File: src/rtl/acc_register_pkg.sv
// rtl/acc_register_pkg.sv - operation and group-state encodings for acc_register
package acc_register_pkg;

   localparam logic [1:0] MODE_HOLD  = 2'b00;
   localparam logic [1:0] MODE_LOAD  = 2'b01;
   localparam logic [1:0] MODE_CLEAR = 2'b10;
   localparam logic [1:0] MODE_ACC   = 2'b11;

   localparam logic [1:0] ST_EMPTY = 2'b00;
   localparam logic [1:0] ST_ACCUM = 2'b01;
   localparam logic [1:0] ST_FULL  = 2'b10;

   function automatic logic is_term(input logic en, input logic [1:0] mode);
      return en && (mode == MODE_LOAD || mode == MODE_ACC);
   endfunction

endpackage

File: src/rtl/acc_register_sat_adder.sv
// rtl/acc_register_sat_adder.sv - combinational signed adder with optional clamp
module sat_adder #(
   parameter int WIDTH    = 16,
   parameter int SATURATE = 1
) (
   input  logic signed [WIDTH-1:0] a,
   input  logic signed [WIDTH-1:0] b,
   output logic signed [WIDTH-1:0] sum,
   output logic                    ovf
);

   localparam logic signed [WIDTH-1:0] MAX_VAL = {1'b0, {(WIDTH-1){1'b1}}};
   localparam logic signed [WIDTH-1:0] MIN_VAL = {1'b1, {(WIDTH-1){1'b0}}};

   logic signed [WIDTH:0] wide;

   // One guard bit: the true sum leaves range exactly when the top two bits differ
   always_comb begin
      wide = {a[WIDTH-1], a} + {b[WIDTH-1], b};
      ovf  = wide[WIDTH] ^ wide[WIDTH-1];
      sum  = wide[WIDTH-1:0];
      if (ovf && SATURATE != 0) begin
         sum = wide[WIDTH] ? MIN_VAL : MAX_VAL;
      end
   end

endmodule

File: src/rtl/acc_register.sv
// rtl/acc_register.sv - grouped signed accumulator with sticky overflow and done pulse
module acc_register
   import acc_register_pkg::*;
#(
   parameter int WIDTH    = 16,
   parameter int ACC_LEN  = 4,
   parameter int SATURATE = 1,
   localparam int CW      = $clog2(ACC_LEN + 1)
) (
   input  logic                    clk,
   input  logic                    rst_n,
   input  logic                    en,
   input  logic [1:0]              mode,
   input  logic signed [WIDTH-1:0] d,
   output logic signed [WIDTH-1:0] q,
   output logic                    ovf,
   output logic                    done,
   output logic [CW-1:0]           cnt
);

   localparam logic [CW-1:0] LEN_C = CW'(ACC_LEN);
   localparam logic [CW-1:0] ONE_C = CW'(1);

   logic [1:0]              state;
   logic                    accept;
   logic                    clear;
   logic                    restart;
   logic [CW-1:0]           cnt_nxt;
   logic signed [WIDTH-1:0] add_sum;
   logic                    add_ovf;

   sat_adder #(
      .WIDTH    (WIDTH),
      .SATURATE (SATURATE)
   ) u_add (
      .a   (q),
      .b   (d),
      .sum (add_sum),
      .ovf (add_ovf)
   );

   // An ACC arriving on a full group starts the next group instead of adding
   always_comb begin
      accept  = is_term(en, mode);
      clear   = en && (mode == MODE_CLEAR);
      restart = (mode == MODE_LOAD) || (state == ST_FULL);
      cnt_nxt = restart ? ONE_C : cnt + ONE_C;
   end

   always_ff @(posedge clk or negedge rst_n) begin
      if (!rst_n) begin
         q   <= '0;
         ovf <= 1'b0;
      end else if (clear) begin
         q   <= '0;
         ovf <= 1'b0;
      end else if (accept) begin
         if (restart) begin
            q   <= d;
            ovf <= 1'b0;
         end else begin
            q   <= add_sum;
            ovf <= ovf | add_ovf;
         end
      end
   end

   always_ff @(posedge clk or negedge rst_n) begin
      if (!rst_n) begin
         state <= ST_EMPTY;
         cnt   <= '0;
      end else if (clear) begin
         state <= ST_EMPTY;
         cnt   <= '0;
      end else if (accept) begin
         cnt   <= cnt_nxt;
         state <= (cnt_nxt == LEN_C) ? ST_FULL : ST_ACCUM;
      end
   end

   // Pulse lasts one cycle regardless of en in the following cycle
   always_ff @(posedge clk or negedge rst_n) begin
      if (!rst_n) begin
         done <= 1'b0;
      end else begin
         done <= accept && !clear && (cnt_nxt == LEN_C);
      end
   end

endmodule

File: config.mk
export PLATFORM = sky130hd
export DESIGN_NAME = acc_register
export DESIGN_NICKNAME = d
export VERILOG_FILES = /design/src/rtl/acc_register_pkg.sv /design/src/rtl/acc_register_sat_adder.sv /design/src/rtl/acc_register.sv
export SDC_FILE = /design/constraint.sdc
export NUM_CORES = 1
export LEC_CHECK = 0
export BUFFER_PORTS_ARGS = -buffer_cell sky130_fd_sc_hd__buf_2
export CORE_AREA = 2 2 69 55
export DETAILED_ROUTE_END_ITERATION = 16
export DIE_AREA = 0 0 71 57
export HOLD_SLACK_MARGIN = 0.05
export PLACE_DENSITY = 0.91
export SLEW_MARGIN = 20
export SYNTH_ARGS = -nofsm -noshare
export SYNTH_HDL_FRONTEND = slang
export SYNTH_SLANG_ARGS = --single-unit
File: constraint.sdc
create_clock -name clk -period 7.1 [get_ports clk]
set_input_delay 1.065 -clock clk [delete_from_list [all_inputs] [get_ports clk]]
set_output_delay 1.065 -clock clk [all_outputs]
set_load 0.01 [all_outputs]
=== Yosys cells after proc, flatten, opt, wreduce, memory -nomap -nowiden ===
Index checks and enable logic that the tools add are counted.

* Add/sub/neg operators: 2
* Eq/ne operators: 5
* Multiplexer cells: 14
* Bitwise logic cells: 2
* Reductions and logical operators: 8

{| class="wikitable"
|+ Operator list
! kind !! count
|-
| $mux 16 || 5
|-
| $add 16x16->17 || 1
|-
| $mux 3 || 3
|-
| $eq 2x2->1 const B || 3
|-
| $mux 2 || 3
|-
| $logic_and 1x1->1 || 4
|-
| $add 3x1->3 const B || 1
|-
| $eq 3x3->1 const B || 1
|-
| $mux 1 || 3
|-
| $eq 2x1->1 const B || 1
|-
| $logic_or 1x1->1 || 2
|-
| $reduce_bool 2->1 || 1
|-
| $logic_not 1->1 || 1
|-
| $or 1x1->1 || 1
|-
| $xor 1x1->1 || 1
|}

* Register bits after elaboration: 23
* Input bits: 21
* Output and inout bits: 21

=== Depth between registers and ports, before layout ===
* Depth after elaboration: 7
* Mapped depth: 11
* Mapped depth without buffers: 10

=== Hierarchy ===
From an unflattened synthesis, not the netlist that was laid out.

* Cells, all modules: 216
* Area total of the unflattened synthesis: 2108.3 sq um

{| class="wikitable"
|+ Modules (own cells, without submodules)
! module !! times used !! cells an instance !! area each (sq um) !! sequential area each (sq um)
|-
| acc_register || 1 || 90 || 1067.3 || 575.6
|-
| sat_adder || 1 || 126 || 1041.0 || 0.0
|}

=== Least setup slack after synthesis ===
Ideal clock, no wire load.

* Path type: input to register
* From: in d[0]
* To: reg q[10]
* Setup time: 0.128 ns
* Arrival: 3.122 ns
* Setup slack: 3.850 ns
* Stages on the path: 10
* Buffers on the path: 0
* Path through: ha_1 -> fa_1 -> a211oi_1 -> o211ai_1 -> nand4_1 -> o211a_2 -> nand2_1 -> mux2_4 -> o21ai_4 -> o21ai_1

* Cells in the longest elaborated chain, start to end: 6

{| class="wikitable"
|+ RTL lines
! what !! RTL line !! text
|-
| start, declared || acc_register.sv:14 || <nowiki>input logic signed [WIDTH-1:0] d,</nowiki>
|-
| $add 16x16->17 (*) || acc_register_sat_adder.sv:19 || <nowiki>wide = {a[WIDTH-1], a} + {b[WIDTH-1], b};</nowiki>
|-
| $mux 16 / $xor 1x1->1 (equally long branches) || acc_register_sat_adder.sv:23, acc_register_sat_adder.sv:20 ||
|-
| $mux 16 (*) || acc_register_sat_adder.sv:22 || <nowiki>if (ovf && SATURATE != 0) begin</nowiki>
|-
| $mux 16 (*) || acc_register.sv:58 || <nowiki>if (restart) begin</nowiki>
|-
| $mux 16 (*) || acc_register.sv:57 || <nowiki>end else if (accept) begin</nowiki>
|-
| $mux 16 (*) || acc_register.sv:54 || <nowiki>end else if (clear) begin</nowiki>
|-
| end signal, assigned || acc_register.sv:62 || <nowiki>q <= add_sum;</nowiki>
|-
| end, declared || acc_register.sv:15 || <nowiki>output logic signed [WIDTH-1:0] q,</nowiki>
|}

Every way passes the cells marked *; elsewhere a longest branch is shown, timed or not. The select of a mux whose other input is x is not followed.
A chain may end at the register's enable or synchronous reset.

=== Worst setup path after layout ===
* From: in d[0]
* To: reg q[7]

The elaborated chain is that of the path after synthesis.

==> results.yml <==
power:
  power_density_nw_per_um2: 423
  switching_power_mw: 0.430
  seqPwrFrac: 0.236
  power_frac_clock: 0.095
  leakagePower_nw: 1.04
  p_sw_frac: 0.474
  irDropWorstVdd_v: 0.000209
  p_int_mw: 0.477
  pwr-share-comb: 0.669
detailed_routing:
  wl_per_cell_um: 15.8
  routed_wl_um: 4720
  drt_pass1_iterations: 4
  ant_nets: 0
  drc: 0
  avgViaCountPerCell: 6.10
  detail_route.iter0.violations: 170
  vias: 1819
yosys:
  avgSynthCellArea_um2: 8.56
  syn_nets: 257
  synth_top_area_share: 0.308
  netlist_instances: 218
  yosysSeqAreaShare: 0.308
  yosys_warnings: 0
  ys_async_sr_fraction: 1.00
  syn-cell-area_um2: 1870
  ys_ff_latch: 23
  netlist_top_cells_area: "dfrtp_1, ha_1, nand2_1"
  synth_area_leader_cell: "dfrtp_1"
  yosysUniqueCellTypes: 45
  synth-edff-count: 0
  synth_ff_type: "dfrtp_1"
grt:
  grt_usage: 0.246
  overflow: 0
  grt_pass1_wl_um: 7970
  antenna_found_initial: 0
  grt_max_degree: 24
  grt_pass1_vias: 1734
clock_network:
  cts_setup_buffers: 0
  clkSlewWorstSetupHoldPaths_ps: 90
  hold_buffers: 0
  clock_path_buffers: 2
  htree_num_levels: 1
  clock_latency_ps: 270
  ctsResizeCount: 0
  tritoncts: "built"
  cts_sinks: 23
  cts_buffers: 3
  root_buffer: "clkbuf_8"
placement:
  portBuffers: 41
  place_ws_ps: 3270
  place_hpwl_um: 3630
  place.gp.congestion: 0.930
setup_path:
  start_kind: "input port"
  critPathCaptureType: "register"
  crit_buf_inv: 1
  worstPathArrival_ps: 3790
  crit_slowest_cell: "a31oi_2"
  cp.required_ps: 7310
  cp_top_family: "compound AO/OA/AOI/OAI gates"
  crit_chain: "buf_2 > ha_1 > fa_1 > a211oi_1 > o211ai_1 > nand4_1 > o211a_2 > a211oi_1 > a31oi_2 > o22ai_1 > o21ai_1"
  r2r_slack_ps: 4010
  path_class: "input port to register"
  cp_max_fo: 12
  slowest_delay_ps: 630
  crit_top_cell: "a211oi_1"
sta:
  finalHoldViolCount: 0
  fmax_ghz: 0.279
  final_max_slew_viol_count: 0
  worst_pin_slew_ps: 810
  setup-tns-final_ps: 0
  rsz0062_at_grt: "no"
  setup_ws_ps: 3520
  clock_skew_ps: 2.99
  slew_headroom: 0.456
  fin_crit_ps: 3580
  whs_ps: 491
  setup_viol_count_final: 0
  finalCritPeriodShare: 0.504
floorplanning:
  die_x_um: 71
  rows: 19
  core_um2: 3450
  die_h_um: 57
  start_util: 0.542
  die-area_um2: 4050
  ios: 42
min_path:
  hold_path.class: "register to register"
cells_and_area:
  finalNetCount: 296
  diodes: 0
  post-route-util: 0.622
  syn_to_final_growth_pct: 14.8
  layout-drive-gt1-share: 0.215
status:
  outcome: "completed"
job:
  maxCapViolations: 0
==> power groups by stage <==
stage / clock network, mW / logic [mW] / registers [mW]
2_1_floorplan: 0 / 0.439 / 0.232
3_3_place_gp: 0 / 0.578 / 0.212
3_5_place_dp: 0 / 0.595 / 0.217
4_1_cts: 0.0867 / 0.602 / 0.215
5_1_grt: 0.0906 / 0.674 / 0.221
6_report: 0.0862 / 0.607 / 0.214
==> synthesized netlist by cell type, types with 5 or more instances <==
library cell,number
nand2_1,27
dfrtp_1,23
a21oi_1,20
ha_1,17
o21ai_0,15
o21ai_1,14
o22ai_1,11
xnor2_1,10
nor2_1,9
a21o_1,8
clkbuf_1,6
o211ai_1,6
inv_1,5
xor2_1,5
==> stage by stage <==
step	cells	power (mW)	cell area, um2
2_1_floorplan	218	0.671	1870
3_3_place_gp	294	0.790	2100
3_5_place_dp	294	0.811	2100
4_1_cts	298	0.903	2140
5_1_grt	298	0.986	2140
6_report	298	0.907	2140
==> state kept, by name, indices dropped and copies added, names as in the netlist <==
name and count:
cnt 3, ovf 1, done 1, state 2
q 16
==> layout make-up <==
type / instances / area, um2
Tap cell: 42 / 52.6
Clock buffer: 3 / 41.3
Timing Repair Buffer: 42 / 213
Multi-Input combinational cell: 182 / 1240
Sequential cell: 23 / 576
Fill cell: 302 / 1300
Clock inverter: 1 / 5.00
Inverter: 5 / 18.8
==> cell families (layout without fill, tap and decap cells) <==
family / after synthesis / in the layout / share of synthesized area
compound gates: 95 / 95 / 0.331
simple gates: 53 / 53 / 0.129
flops: 23 / 23 / 0.308
fa+ha+maj: 18 / 18 / 0.125
xor+xnor: 15 / 15 / 0.0704
buf+inv: 13 / 51 / 0.0288
mux: 1 / 1 / 0.00804
==> layout by cell type (no fill, tap or decap), types with 2 or more instances in the layout <==
cell type	Yosys	routed
xnor2_1	10	10
clkbuf_8	0	3
nor2_1	9	9
a21o_1	8	8
nand4_1	2	2
and2_1	2	2
o211ai_1	6	6
nand2_1	27	27
ha_1	17	17
inv_1	5	5
o21ai_0	15	14
a32oi_1	3	3
dfrtp_1	23	23
nor3_1	3	3
o22a_1	2	2
a211oi_1	2	2
o22ai_1	11	11
a21oi_1	20	20
nand3_1	4	4
o21ai_1	14	15
xor2_1	5	5
buf_2	0	41
==> routing by layer <==
metal / share of wire / global-route usage
met1: 0.45 / 0.325
met2: 0.47 / 0.410
met3: 0.068 / 0.0530
met4: 0.0089 / 0.0728
met5: 0 / 0
==> path summary, 6_finish.rpt <==
path,cells after the start,from,to
hold reg to reg,1,state[1],state[1]
hold / removal,1,state[1],state[1]
max in group asynchronous,1,rst_n,q[5]
min in group asynchronous,1,rst_n,ovf
setup reg to reg,10,q[0],q[7]
setup / recovery,11,d[0],q[7]
Power figures use the tool's default switching activity.
